## config.mk

```make
export PLATFORM = sky130hd
export DESIGN_NAME = seq_divider
export DESIGN_NICKNAME = d
export VERILOG_FILES = /design/src/rtl/seq_divider_pkg.sv /design/src/rtl/div_cmp_sub.sv /design/src/rtl/seq_divider.sv
export SDC_FILE = /design/constraint.sdc
export NUM_CORES = 1
export LEC_CHECK = 0
export ABC_CLOCK_PERIOD_IN_PS = 3600
export CAP_MARGIN = 20
export CORE_ASPECT_RATIO = 1.1
export CORE_MARGIN = 4
export CORE_UTILIZATION = 40
export DETAILED_ROUTE_END_ITERATION = 12
export GPL_ROUTABILITY_DRIVEN = 1
export PLACE_DENSITY_LB_ADDON = 0.05
export SETUP_SLACK_MARGIN = 0.3
export SYNTH_ARGS = -nofsm -noshare
export SYNTH_HDL_FRONTEND = slang
export SYNTH_SLANG_ARGS = --single-unit
```

## constraint.sdc

```tcl
create_clock -name clk -period 3.6 [get_ports clk]
set_input_delay 0.36 -clock clk [delete_from_list [all_inputs] [get_ports clk]]
set_output_delay 0.36 -clock clk [all_outputs]
set_load 0.03 [all_outputs]
```

## src/rtl/seq_divider_pkg.sv

```systemverilog
// -----------------------------------------------------------------------------
// seq_divider_pkg
//   Shared definitions for the sequential divider:
//     - DEFAULT_WIDTH : default operand / result width
//     - state_t       : controller state encoding (3 bits)
// -----------------------------------------------------------------------------
package seq_divider_pkg;

  localparam int DEFAULT_WIDTH = 16;

  typedef enum logic [2:0] {
    IDLE   = 3'd0,
    LOAD_A = 3'd1,
    LOAD_B = 3'd2,
    CHECK  = 3'd3,
    SUB    = 3'd4,
    DONE   = 3'd5
  } state_t;

endpackage : seq_divider_pkg

```

## src/rtl/div_cmp_sub.sv

```systemverilog
// -----------------------------------------------------------------------------
// div_cmp_sub
//   Combinational compare-and-subtract step for the divider.
//   Ports:
//     minuend    in  WIDTH  current partial remainder
//     subtrahend in  WIDTH  divisor
//     ge         out 1      minuend >= subtrahend (unsigned)
//     diff       out WIDTH  minuend - subtrahend (only meaningful when ge=1)
// -----------------------------------------------------------------------------
module div_cmp_sub
  import seq_divider_pkg::*;
#(
  parameter int WIDTH = DEFAULT_WIDTH
) (
  input  logic [WIDTH-1:0] minuend,
  input  logic [WIDTH-1:0] subtrahend,
  output logic             ge,
  output logic [WIDTH-1:0] diff
);

  // Both operands are WIDTH-bit unsigned, so the compare is exact and the
  // difference never wraps whenever ge is set.
  assign ge   = (minuend >= subtrahend);
  assign diff = minuend - subtrahend;

endmodule : div_cmp_sub

```

## src/rtl/seq_divider.sv

```systemverilog
// -----------------------------------------------------------------------------
// seq_divider
//   Unsigned divider by repeated subtraction, one subtraction per clock.
//   Operands arrive one after the other on a shared bus: dividend in LOAD_A,
//   divisor in LOAD_B.
//   Ports:
//     clk          in  1      clock, rising edge
//     rst          in  1      asynchronous active-high reset
//     start        in  1      begin a division (honoured in IDLE or DONE only)
//     data_in      in  WIDTH  operand bus
//     quotient     out WIDTH  result quotient, valid while done=1
//     remainder    out WIDTH  result remainder, valid while done=1
//     done         out 1      high exactly while in DONE
//     busy         out 1      high in LOAD_A, LOAD_B, CHECK, SUB
//     div_by_zero  out 1      high in DONE when the divisor was 0
// -----------------------------------------------------------------------------
module seq_divider
  import seq_divider_pkg::*;
#(
  parameter int WIDTH = DEFAULT_WIDTH
) (
  input  logic             clk,
  input  logic             rst,
  input  logic             start,
  input  logic [WIDTH-1:0] data_in,
  output logic [WIDTH-1:0] quotient,
  output logic [WIDTH-1:0] remainder,
  output logic             done,
  output logic             busy,
  output logic             div_by_zero
);

  state_t           state;
  state_t           state_next;
  logic [WIDTH-1:0] divisor;
  logic             dbz_flag;
  logic             rem_ge;
  logic [WIDTH-1:0] rem_diff;

  div_cmp_sub #(
    .WIDTH(WIDTH)
  ) u_cmp_sub (
    .minuend   (remainder),
    .subtrahend(divisor),
    .ge        (rem_ge),
    .diff      (rem_diff)
  );

  // ---------------------------------------------------------------------------
  // State register
  // ---------------------------------------------------------------------------
  // NOTE: sequential state uses non-blocking assignments so every register
  // samples pre-edge values regardless of process ordering.
  always_ff @(posedge clk or posedge rst) begin
    if (rst) begin
      state <= IDLE;
    end else begin
      state <= state_next;
    end
  end

  // ---------------------------------------------------------------------------
  // Next-state logic
  // ---------------------------------------------------------------------------
  always_comb begin
    // NOTE: default assignment first so no path leaves state_next unassigned,
    // which would otherwise infer a latch.
    state_next = state;
    case (state)
      IDLE:    if (start) state_next = LOAD_A;
      LOAD_A:  state_next = LOAD_B;
      LOAD_B:  state_next = CHECK;
      CHECK:   state_next = (divisor == '0) ? DONE : SUB;
      SUB:     if (!rem_ge) state_next = DONE;
      DONE:    if (start) state_next = LOAD_A;
      default: state_next = IDLE;
    endcase
  end

  // ---------------------------------------------------------------------------
  // Output decode: derived from registered state only, never from inputs.
  // ---------------------------------------------------------------------------
  always_comb begin
    done        = (state == DONE);
    busy        = (state == LOAD_A) || (state == LOAD_B) ||
                  (state == CHECK)  || (state == SUB);
    div_by_zero = (state == DONE) && dbz_flag;
  end

  // ---------------------------------------------------------------------------
  // Datapath registers. The remainder register doubles as the dividend store.
  // ---------------------------------------------------------------------------
  // NOTE: every datapath register is reset so an aborted division leaves no
  // stale operand or result visible afterwards.
  always_ff @(posedge clk or posedge rst) begin
    if (rst) begin
      quotient  <= '0;
      remainder <= '0;
      divisor   <= '0;
      dbz_flag  <= 1'b0;
    end else begin
      case (state)
        LOAD_A: remainder <= data_in;
        LOAD_B: begin
          divisor  <= data_in;
          quotient <= '0;
          dbz_flag <= 1'b0;
        end
        CHECK: begin
          if (divisor == '0) begin
            dbz_flag <= 1'b1;
            quotient <= '1;
          end
        end
        SUB: begin
          // Quotient cannot exceed 2^WIDTH-1 (divisor >= 1), so no wrap guard.
          if (rem_ge) begin
            remainder <= rem_diff;
            quotient  <= quotient + WIDTH'(1);
          end
        end
        default: ;
      endcase
    end
  end

endmodule : seq_divider

```

# Yosys cells after proc, flatten, opt, wreduce, memory -nomap -nowiden
# Cells that the tools add are included.
totals:
  output_inout_bits: 35
  wordCells: 42
  register_bits: 52
  latchBits: 0
  mem_count: 0
  in_bits: 19
  rom_bits: 0
  mem_bits_rw: 0
classes:
  n_mux: 11
  n_lt_le_gt_ge: 1
  n_addsub: 2
  eq_ne: 9
  shifts: 0
  n_bitwise: 0
  reduce_logical: 14
  mul: 0
  div_mod_pow: 0
ops:
  columns: ["cell", "count"]
  rows:
  - ["$mux 16", 3]
  - ["$pmux 16 s3", 1]
  - ["$pmux 16 s2", 1]
  - ["$add 16x1->16 const B", 1]
  - ["$ge 16x16->1", 1]
  - ["$logic_not 16->1", 1]
  - ["$sub 16x16->16", 1]
  - ["$pmux 3 s5", 1]
  - ["$eq 3x2->1 const B", 2]
  - ["$eq 3x3->1 const B", 2]
  - ["$mux 3", 2]
  - ["$reduce_and 2->1", 3]
  - ["$ne 2x1->1 const B", 2]
  - ["$ne 2x2->1 const B", 2]
  - ["$reduce_bool 2->1", 2]
  - ["$eq 3x1->1 const B", 1]
  - ["$logic_not 3->1", 1]
  - ["$logic_or 1x1->1", 3]
  - ["$reduce_and 3->1", 1]
  - ["$reduce_bool 3->1", 1]
  - ["$mux 1", 2]
  - ["$pmux 1 s2", 1]
  - ["$reduce_or 2->1", 1]
  - ["$logic_and 1x1->1", 1]

# Logic depth before layout (Yosys ltp)
# Gate-level depths: netlist (run 1).
logic_depth:
  ltp_word: 4
  ltp_mapped: 12
  ltp_nobuf: 11

# Cells and area by module
# From an unflattened synthesis (run 1), not the netlist that was laid out.
hier_totals:
  cells_unflattened: 381
  area_unflattened_um2: 3453.3
modules_own_cells:
  columns: ["mod", "seq_area_each_um2", "cells_per_inst", "n_inst", "area_each_um2"]
  rows:
  - ["seq_divider", 1301.2, 255, 1, 2586.2]
  - ["div_cmp_sub", 0.0, 126, 1, 867.1]

# Worst setup path after synthesis (run 1)
# OpenSTA, ideal clock, no wires.
synth_path:
  path_kind: "reg-to-reg"
  from: "register remainder[0]"
  to: "register quotient[13]"
  arrival_ns: 2.605
  slack_ns: 0.861
  t_required_ns: 3.466
  path_buffers: 1
  setup_ns: 0.134
  synth_period_minus_slack_ns: 2.739
  stages_incl_launch_ff: 13
  cell_sequence: "dfrtp_1 inv_1 ha_1 inv_1 fa_1 a21o_1 a211oi_1 o31ai_1 o21ai_1 nand2_2 buf_6 o21ai_0 nor3_1"
synth_via:
  elab_chain_cells: 3
synth_rtl:
  columns: ["item", "line", "text"]
  rows:
  - ["start: declaration", "seq_divider.sv:27", "output logic [WIDTH-1:0] remainder,"]
  - ["start signal: assignment", "seq_divider.sv:103", "LOAD_A: remainder <= data_in;"]
  - ["start signal: assignment", "seq_divider.sv:118", "remainder <= rem_diff;"]
  - ["$ge 16x16->1", "div_cmp_sub.sv:23", "assign ge = (minuend >= subtrahend);"]
  - ["$ne 2x2->1 (no line)", null, null]
  - ["$reduce_and 3->1 (no line)", null, null]
  - ["end signal: assignment", "seq_divider.sv:119", "quotient <= quotient + WIDTH'(1);"]
  - ["end: declaration", "seq_divider.sv:26", "output logic [WIDTH-1:0] quotient,"]
# Every way passes these cells.
# A chain may end at the register's enable or synchronous reset.

# Final worst setup path (run 1)
layout_path:
  from: "register remainder[11]"
  to: "register remainder[2]"
layout_via:
  elab_chain_cells: 3
layout_rtl:
  columns: ["item", "line"]
  rows:
  - ["$ge 16x16->1", "div_cmp_sub.sv:23"]
  - ["$ne 2x2->1 (no line)", null]
  - ["$reduce_and 2->1 (no line)", null]
# Every way passes these cells.

==> flow_metrics.py, run 1 <==
metrics = {
    "status": {
        "outcome": "completed",
    },
    "logic_synthesis": {
        "ys_ff_latch": 52,
        "synth_edf_count": 0,
        "synth.largest_area_cell": "dfrtp_1",
        "synth_area_leaders": "dfrtp_1 40%, nand2_1 6.8%, ha_1 6.5%",
        "synth_nets": 432,
        "avgSynthCellArea_um2": 8.30,
        "ys.flop_type": "dfrtp_1",
        "netlist.area_leader.share": 0.397,
        "ys_seq_area_frac": 0.397,
        "ys_warn_count": 0,
        "syn_area_um2": 3280,
        "async_reset_ff_frac": 1.00,
        "syn_inst": 395,
        "yosys.cell_types.count": 51,
    },
    "setup_path": {
        "cp.depth": 7,
        "critPathMaxFanout": 13,
        "worst_r2r_endpoint": "remainder[2]$_DFFE_PP0P_",
        "reg2reg_depth": 7,
        "crit_required_ns": 3.80,
        "worstSetupPathType": "flop to flop",
        "crit_path_top_delay_cell": "o311a_1",
        "crit_chain": "ha_1 > nand4_1 > or2_2 > o22ai_1 > o311a_1 > buf_4 > mux2_2",
        "path_buf_inv": 1,
        "worst_setup_path_start_kind": "flop",
        "crit_family": "compound AO/OA/AOI/OAI gates",
        "endpoint_kind": "flop",
        "crit_arrival_ns": 3.13,
        "cp-startpoint": "remainder[11]$_DFFE_PP0P_",
        "cp-endpoint": "remainder[2]$_DFFE_PP0P_",
        "ff2ff_setup_slack_ns": 0.67,
        "critPathMaxStageDelay_ns": 0.58,
        "timing.rr.start": "remainder[11]$_DFFE_PP0P_",
    },
    "route": {
        "drt_iter0_drc": 160,
        "wl_mm": 9.01,
        "final_antenna_net_count": 0,
        "via_count": 2988,
        "drt_first_pass_iters": 4,
        "drt-vias-per-instance": 5.39,
        "drc_errors": 0,
        "wl_per_cell_um": 16.3,
    },
    "flow_run": {
        "drv_cap": 0,
    },
    "sta": {
        "postLayoutSetupSlackWorst_ns": 0.670,
        "hold_violations": 0,
        "min_period_ns": 2.93,
        "slew_violations": 0,
        "setup_tns_ns": 0,
        "skew_ns": 0.00845,
        "setup_violations": 0,
        "fin_crit_sh": 0.814,
        "max_freq_mhz": 341,
        "slew_headroom": 0.631,
        "holdWs_ns": 0.417,
        "tightest_slew_ns": 0.552,
        "grt_setup_unrepaired": "no",
    },
    "cts": {
        "cts_root_buffer": "clkbuf_8",
        "tritoncts": "yes",
        "cts_max_level": 2,
        "cts_buffer_depth": 2,
        "clock_latency_ns": 0.31,
        "cts_buffers": 5,
        "clock_sinks": 52,
        "path_clk_slew_ns": 0.10,
        "postCtsSetupRepairBufs": 0,
        "cts_hold_buf": 0,
        "cts_resized": 0,
    },
    "global_route": {
        "grt_pass1_vias": 3047,
        "grt_pass1_wl_mm": 15.4,
        "grt_max_degree": 28,
        "antenna_found_initial": 0,
        "grtUsageTotal": 0.199,
        "overflow": 0,
    },
    "placed_design": {
        "portBuffers": 53,
        "dp.cells": 546,
        "gp_congestion": 0.852,
        "hpwl_mm": 6.83,
        "placed_cell_area_um2": 3920,
        "dp_slack_ns": 0.590,
    },
    "floorplanning": {
        "die_w_um": 94.3,
        "dieArea_um2": 9710,
        "num_rows": 34,
        "start_util": 0.412,
        "core_area_um2": 7960,
        "die_h_um": 103,
        "ios": 54,
    },
    "power": {
        "total_power_mw": 4.64,
        "irDropWorstVdd_mv": 0.308,
        "powerDensity_nw_per_um2": 1140,
        "power_leakage_nw": 1.72,
    },
    "final_layout": {
        "regArea_um2": 1300,
        "syn2layout_area_growth_pct": 23.7,
        "final_area_um2": 4050,
        "multi_input_area_um2": 1820,
        "fin_util": 0.509,
        "n_antenna_cell": 0,
        "fin_cells": 554,
        "fillers": 780,
        "nNetsFinal": 482,
        "drive_gt1_frac": 0.0538,
    },
    "hold_path": {
        "hp-class": "primary input to async pin",
    },
}
-- synth_stat cells, drive strengths merged (4+ instances only) --
cell / count
nand3: 8
nor2b: 5
buf: 4
a21oi: 25
o21a: 7
nand4: 6
a211oi: 6
clkbuf: 13
nor2: 33
nor4: 5
a31oi: 12
and3: 10
inv: 24
and2: 5
ha: 17
xnor2: 11
a21o: 4
nor3: 9
nand2: 60
o21ai: 40
dfrtp: 52
-- how the worst min path moves through the flow --
stage                                    end  cells past startpoint
global placement      divisor[0]$_DFFE_PP0P_                      2
CTS                 remainder[1]$_DFFE_PP0P_                      2
detailed placement    divisor[0]$_DFFE_PP0P_                      2
finish              remainder[1]$_DFFE_PP0P_                      2
global route        remainder[1]$_DFFE_PP0P_                      2
floorplan               dbz_flag$_DFFE_PP0P_                      2
-- registers in the layout, summed over array words and instances (netlist names) --
register and count:
dbz_flag 1, divisor 16, quotient 16, remainder 16, state 3
-- layout make-up --
type	count	area share
well taps	108	0.0333
clock buffers	7	0.0238
inverters	24	0.0222
clock inverters	1	0.00741
multi-input cells	302	0.448
repair buffers	60	0.144
flip-flops and latches	52	0.321
-- placed cells by master (no fill, tap or decap), types with 9 or more instances in the layout --
| master | synthesis | final |
|---|---|---|
| nor3_1 | 9 | 9 |
| inv_1 | 24 | 23 |
| nand2_1 | 59 | 59 |
| ha_1 | 17 | 17 |
| dfrtp_1 | 52 | 52 |
| nor2_1 | 33 | 32 |
| o21ai_0 | 38 | 38 |
| xnor2_1 | 11 | 11 |
| a21oi_1 | 25 | 25 |
| a31oi_1 | 12 | 12 |
| and3_1 | 10 | 10 |
| clkdlybuf4s50_1 | 0 | 53 |
-- power breakdown --
part           switching [mW]  internal, mW  leakage [nW]
Clock                   0.207         0.246        0.0645
Sequential              0.260         0.849         0.639
Combinational            1.81          1.27          1.02
-- cells by family (layout without fill, tap and decap cells) --
kind of cell,count (synthesis),after routing,synth area share
AND/OR/NAND/NOR,152,152,0.216
AO/OA/AOI/OAI,114,114,0.216
flip-flops,52,52,0.397
buffers and inverters,41,92,0.0504
adder cells (fa/ha/maj),18,18,0.0710
XOR/XNOR,14,14,0.0374
multiplexers,4,4,0.0126
-- per-layer routing --
layer  track usage  share of wire  up-vias
li1              -              -     1501
met1         0.264           0.47     1426
met2         0.350           0.49       54
met3        0.0234          0.028        7
met4        0.0422         0.0091        0
met5             0              0        -
No activity file was read; power rests on OpenSTA's default activity.
==> inputs of run 2 (changes only) <==
--- a/config.mk
+++ b/config.mk
@@ -5,7 +5,7 @@
 export SDC_FILE = /design/constraint.sdc
 export NUM_CORES = 1
 export LEC_CHECK = 0
-export ABC_CLOCK_PERIOD_IN_PS = 3600
+export ABC_CLOCK_PERIOD_IN_PS = 2400
 export CAP_MARGIN = 20
 export CORE_ASPECT_RATIO = 1.1
 export CORE_MARGIN = 4
==> constraint.sdc (replaced) <==
create_clock -name clk -period 2.4 [get_ports clk]
set_input_delay 0.24 -clock clk [delete_from_list [all_inputs] [get_ports clk]]
set_output_delay 0.24 -clock clk [all_outputs]
set_load 0.03 [all_outputs]
==> run 2 against run 1 <==
Compared with the run above:
- the flow now finishes with violations (negative setup slack)
- die area unchanged
- cell area up 20%
- critical path depth up 6
- critical path type unchanged
- first-iteration DRC count down 29%
- sequential power up 54%
- clock skew up 0.0028 ns
- hold slack worse by 0.14 ns
- total power up 84%
- cell count up 9.6%
- global-route usage up 0.94 points
- non-clock buffer count up 52
==> flow_metrics.py, run 2 (synthesis gave the netlist of run 1 again) <==
metrics = {
    "status": {
        "outcome": "finished with violations",
        "violations": "negative setup slack",
    },
    "setup_path": {
        "ff2ff_setup_slack_ns": -0.08,
        "cp-startpoint": "remainder[0]$_DFFE_PP0P_",
        "reg2reg_depth": 13,
        "crit_required_ns": 2.58,
        "worst_setup_path_start_kind": "flop",
        "critPathMaxFanout": 4,
        "cp-endpoint": "quotient[9]$_DFFE_PP0P_",
        "worstSetupPathType": "flop to flop",
        "timing.rr.start": "remainder[0]$_DFFE_PP0P_",
        "crit_arrival_ns": 2.66,
        "worst_r2r_endpoint": "quotient[9]$_DFFE_PP0P_",
        "endpoint_kind": "flop",
    },
    "sta": {
        "setup_violations": 16,
        "skew_ns": 0.0113,
        "max_freq_mhz": 403,
        "postLayoutSetupSlackWorst_ns": -0.0824,
        "tightest_slew_ns": 0.742,
        "min_period_ns": 2.48,
        "setup_tns_ns": -0.754,
        "holdWs_ns": 0.281,
        "hold_violations": 0,
        "slew_violations": 0,
        "slew_headroom": 0.504,
        "grt_setup_unrepaired": "yes",
        "fin_crit_sh": 1.03,
    },
    "route": {
        "final_antenna_net_count": 0,
        "drc_errors": 0,
        "drt_first_pass_iters": 4,
        "drt-vias-per-instance": 5.45,
        "drt_iter0_drc": 114,
        "wl_mm": 9.92,
        "wl_per_cell_um": 16.3,
        "via_count": 3309,
    },
    "power": {
        "power_leakage_nw": 2.05,
        "irDropWorstVdd_mv": 0.668,
        "p_sw_frac": 0.471,
        "pwr-share-clk": 0.058,
        "powerDensity_nw_per_um2": 1760,
        "combPwrFrac": 0.742,
        "pwr-share-seq": 0.200,
        "switchingPower_mw": 4.02,
        "p_int_mw": 4.51,
    },
    "placed_design": {
        "placed_cell_area_um2": 4340,
        "hpwl_mm": 6.94,
        "portBuffers": 53,
        "gp_congestion": 0.965,
    },
    "final_layout": {
        "final_area_um2": 4840,
        "top_regs": "divisor (16), quotient (16), remainder (16)",
        "final_cell_mix": "59 x nand2_1, 50 x clkdlybuf4s50_1, 47 x dfrtp_1, 47 x buf_4, 30 x o21ai_0",
        "mostFrequentLayoutCell": "nand2_1",
        "nNetsFinal": 536,
        "drive_gt1_frac": 0.269,
        "n_antenna_cell": 0,
        "syn2layout_area_growth_pct": 47.8,
    },
    "global_route": {
        "grtUsageTotal": 0.208,
        "grt_pass1_vias": 3340,
        "grt_pass1_wl_mm": 16.2,
        "overflow": 0,
        "grt_max_degree": 45,
        "antenna_found_initial": 0,
    },
    "cts": {
        "clock_sinks": 52,
        "cts_hold_buf": 0,
        "cts_max_level": 2,
        "path_clk_slew_ns": 0.10,
        "cts_buffer_depth": 2,
        "cts_root_buffer": "clkbuf_8",
        "cts_buffers": 5,
        "tritoncts": "yes",
        "clock_latency_ns": 0.31,
    },
    "floorplanning": {
        "ios": 54,
        "start_util": 0.412,
        "die_h_um": 103,
        "die_w_um": 94.3,
        "dieArea_um2": 9710,
        "num_rows": 34,
        "core_area_um2": 7960,
    },
    "flow_run": {
        "drv_cap": 0,
    },
    "hold_path": {
        "hp-class": "primary input to async pin",
    },
}
-- run 2: cell count changes in the layout (fill, tap and decap cells not counted), sizes merged, moves of 2 or more --
cell | previous run | this run
buf | 7 | 59
clkdlybuf4s50 | 53 | 50
dlymetal6s2s | 0 | 2
nand2 | 60 | 62
-- run 2: through the flow --
step	instances	setup WS (ns)	total power [mW]	util
floorplan	395	-0.0626	5.16	-
global placement	586	-0.105	7.15	0.546
detailed placement	586	-0.203	7.19	0.546
CTS	602	-0.141	8.21	0.592
global route	607	-0.217	9.23	0.609
finish	607	-0.0824	8.53	0.609
-- run 2: power by group through the flow --
stage               logic, mW  clock network, mW  registers, mW
floorplan                3.15                  0           2.02
global placement         5.48                  0           1.67
detailed placement       5.51                  0           1.68
CTS                      6.00              0.515           1.70
global route             6.92              0.536           1.77
finish                   6.33              0.495           1.71
-- run 2: how the worst min path moves through the flow --
stage	from	end	slack [ns]
floorplan	data_in[0]	divisor[0]$_DFFE_PP0P_	0.35
global placement	dbz_flag$_DFFE_PP0P_	dbz_flag$_DFFE_PP0P_	0.47
detailed placement	dbz_flag$_DFFE_PP0P_	dbz_flag$_DFFE_PP0P_	0.48
CTS	rst	remainder[0]$_DFFE_PP0P_	0.31
global route	rst	remainder[0]$_DFFE_PP0P_	0.34
finish	rst	remainder[0]$_DFFE_PP0P_	0.28
-- run 2: area by class of cell --
type	count	area (um2)
inverters	24	90.1
clock inverters	1	5.00
multi-input cells	304	2190
well taps	108	135
flip-flops and latches	52	1310
repair buffers	112	1040
fillers	725	3110
clock buffers	6	72.6
-- run 2: per-layer routing --
metal / track usage / routed length [um]
met2: 0.366 / 4990
met4: 0.0644 / 226
met1: 0.266 / 4430
met5: 0 / 0
met3: 0.0277 / 267
-- run 2: worst max-delay path: stages, from the launching register on --
cell	delay, ns
dfrtp_2	0.42
inv_2	0.07
ha_4	0.13
inv_2	0.03
fa_2	0.34
a21o_1	0.18
a211oi_2	0.26
buf_4	0.18
o31ai_4	0.06
o21ai_2	0.20
buf_6	0.18
nand2_4	0.09
a21oi_2	0.14
a211oi_1	0.05
-- run 2: repair_timing --
action / CTS / global route
gates cloned: 1 / 2
setup endpoints to repair: 36 / 35
buffers inserted: 8 / 3
gates resized for setup: 54 / 26
pin swaps: 24 / 10
hold endpoints to repair: 0 / 0
==> inputs of run 3 (changes only) <==
--- a/config.mk
+++ b/config.mk
@@ -13,6 +13,7 @@
 export DETAILED_ROUTE_END_ITERATION = 12
 export GPL_ROUTABILITY_DRIVEN = 1
 export PLACE_DENSITY_LB_ADDON = 0.05
+export REMOVE_ABC_BUFFERS = 1
 export SETUP_SLACK_MARGIN = 0.3
 export SYNTH_ARGS = -nofsm -noshare
 export SYNTH_HDL_FRONTEND = slang
==> run 3 against run 2 <==
Compared with the run above:
- the run still ends with negative setup slack left
- flip-flop and latch count stayed put
- critical path depth shrank 5
- global-route usage increased by 1.2 points
- clock-buffer cell count stayed put
- maximum frequency down 3.7%
- via count rose by 3.6%
- register-to-register slack got worse by 0.096 ns
- cell count is 4.8% higher
- clock skew down 0.0064 ns
- utilization grew 3.6 points
- critical path type unchanged
- critical endpoint is now remainder[15]$_DFFE_PP0P_
==> flow_metrics.py, run 3 (synthesis gave the netlist of run 1 again) <==
metrics = {
    "floorplanning": {
        "core_area_um2": 7960,
        "num_rows": 34,
        "die_h_um": 103,
        "start_util": 0.412,
        "ios": 54,
        "die_w_um": 94.3,
        "dieArea_um2": 9710,
    },
    "setup_path": {
        "crit_required_ns": 2.61,
        "worst_r2r_endpoint": "remainder[15]$_DFFE_PP0P_",
        "endpoint_kind": "flop",
        "timing.rr.start": "remainder[1]$_DFFE_PP0P_",
        "worst_setup_path_start_kind": "flop",
        "reg2reg_depth": 8,
        "worstSetupPathType": "flop to flop",
        "ff2ff_setup_slack_ns": -0.18,
        "crit_arrival_ns": 2.79,
        "critPathMaxFanout": 2,
    },
    "route": {
        "drt_first_pass_iters": 6,
        "drt_iter0_drc": 122,
        "wl_mm": 10.4,
        "final_antenna_net_count": 0,
        "drc_errors": 0,
        "drt-vias-per-instance": 5.39,
        "wl_per_cell_um": 16.4,
        "via_count": 3428,
    },
    "cts": {
        "cts_buffer_depth": 2,
        "tritoncts": "yes",
        "clock_sinks": 52,
        "cts_root_buffer": "clkbuf_8",
        "clock_latency_ns": 0.31,
        "cts_max_level": 2,
        "cts_buffers": 5,
        "path_clk_slew_ns": 0.10,
        "cts_hold_buf": 0,
    },
    "global_route": {
        "antenna_found_initial": 0,
        "grtUsageTotal": 0.221,
        "grt_pass1_wl_mm": 16.8,
        "grt_max_degree": 53,
        "grt_pass1_vias": 3454,
        "overflow": 0,
    },
    "sta": {
        "slew_headroom": 0.524,
        "grt_setup_unrepaired": "yes",
        "tightest_slew_ns": 0.714,
        "max_freq_mhz": 388,
        "skew_ns": 0.00495,
        "min_period_ns": 2.58,
        "holdWs_ns": 0.427,
        "setup_violations": 30,
        "fin_crit_sh": 1.07,
        "slew_violations": 0,
        "hold_violations": 0,
        "postLayoutSetupSlackWorst_ns": -0.178,
    },
    "hold_path": {
        "hp-class": "primary input to async pin",
    },
    "placed_design": {
        "dp_slack_ns": -0.417,
        "hpwl_mm": 7.18,
        "portBuffers": 53,
        "gp_congestion": 0.891,
    },
    "final_layout": {
        "nNetsFinal": 564,
        "mostFrequentLayoutCell": "buf_4",
        "final_cell_mix": "74 x buf_4, 57 x nand2_1, 52 x dfrtp_1",
        "regArea_um2": 1300,
        "syn2layout_area_growth_pct": 56.6,
        "fillers": 702,
        "drive_gt1_frac": 0.316,
        "n_antenna_cell": 0,
        "multi_input_area_um2": 2250,
        "top_regs": "divisor (16), quotient (16), remainder (16)",
    },
    "flow_run": {
        "drv_cap": 0,
    },
    "status": {
        "outcome": "finished with violations",
        "violations": "negative setup slack",
    },
}
==> run 3: repair_timing <==
action	CTS	global route
endpoints found under the hold margin	0	0
resized for setup	74	37
cloned	3	0
setup buffers	11	5
pin swaps	29	18
setup endpoints to repair	36	33
==> run 3: area by class of cell <==
class / instances / area share
tap: 108 / 0.0263
inverter: 24 / 0.0176
clock buffer: 6 / 0.0161
timing repair buffer: 140 / 0.246
clock inverter: 2 / 0.00195
multi-input combinational: 304 / 0.438
sequential: 52 / 0.254
==> run 3: worst max path at each step <==
stage	from	end	slack [ns]	depth (start not counted)
after floorplan	remainder[0]$_DFFE_PP0P_	remainder[15]$_DFFE_PP0P_	-0.51	11
final	remainder[1]$_DFFE_PP0P_	remainder[15]$_DFFE_PP0P_	-0.18	8
after global placement	remainder[0]$_DFFE_PP0P_	quotient[13]$_DFFE_PP0P_	-0.31	12
after detailed placement	remainder[0]$_DFFE_PP0P_	quotient[13]$_DFFE_PP0P_	-0.42	12
after CTS	divisor[1]$_DFFE_PP0P_	remainder[15]$_DFFE_PP0P_	-0.12	9
after global routing	divisor[1]$_DFFE_PP0P_	remainder[15]$_DFFE_PP0P_	-0.27	9
==> run 3: critical path, cell delays in order (launching register included) <==
cell and delay (ns):
dfrtp_1 0.43, ha_4 0.25, nor2b_4 0.12, o31a_1 0.27
o41a_1 0.41, a211o_1 0.31, a221oi_2 0.34, o21ai_1 0.13
a41o_1 0.22
==> run 3: metal layers <==
layer  track usage  part of all wire
met5             0                 0
met4        0.0800             0.018
met2         0.390              0.51
met1         0.268              0.44
met3        0.0416             0.038
==> run 3: through the flow <==
step | instance area [um2] | setup TNS (ns) | instances | util
after floorplan | 3200 | -9.85 | 378 | -
after global placement | 4410 | -7.68 | 609 | 0.554
after detailed placement | 4410 | -10.58 | 609 | 0.554
after CTS | 4910 | -0.981 | 631 | 0.617
after global routing | 5130 | -5.86 | 636 | 0.645
final | 5130 | -1.51 | 636 | 0.645
Power of run 3 is left out: the tool's default activity adds up to more than one toggle a clock period on the data nets, which glitch-free logic cannot reach.
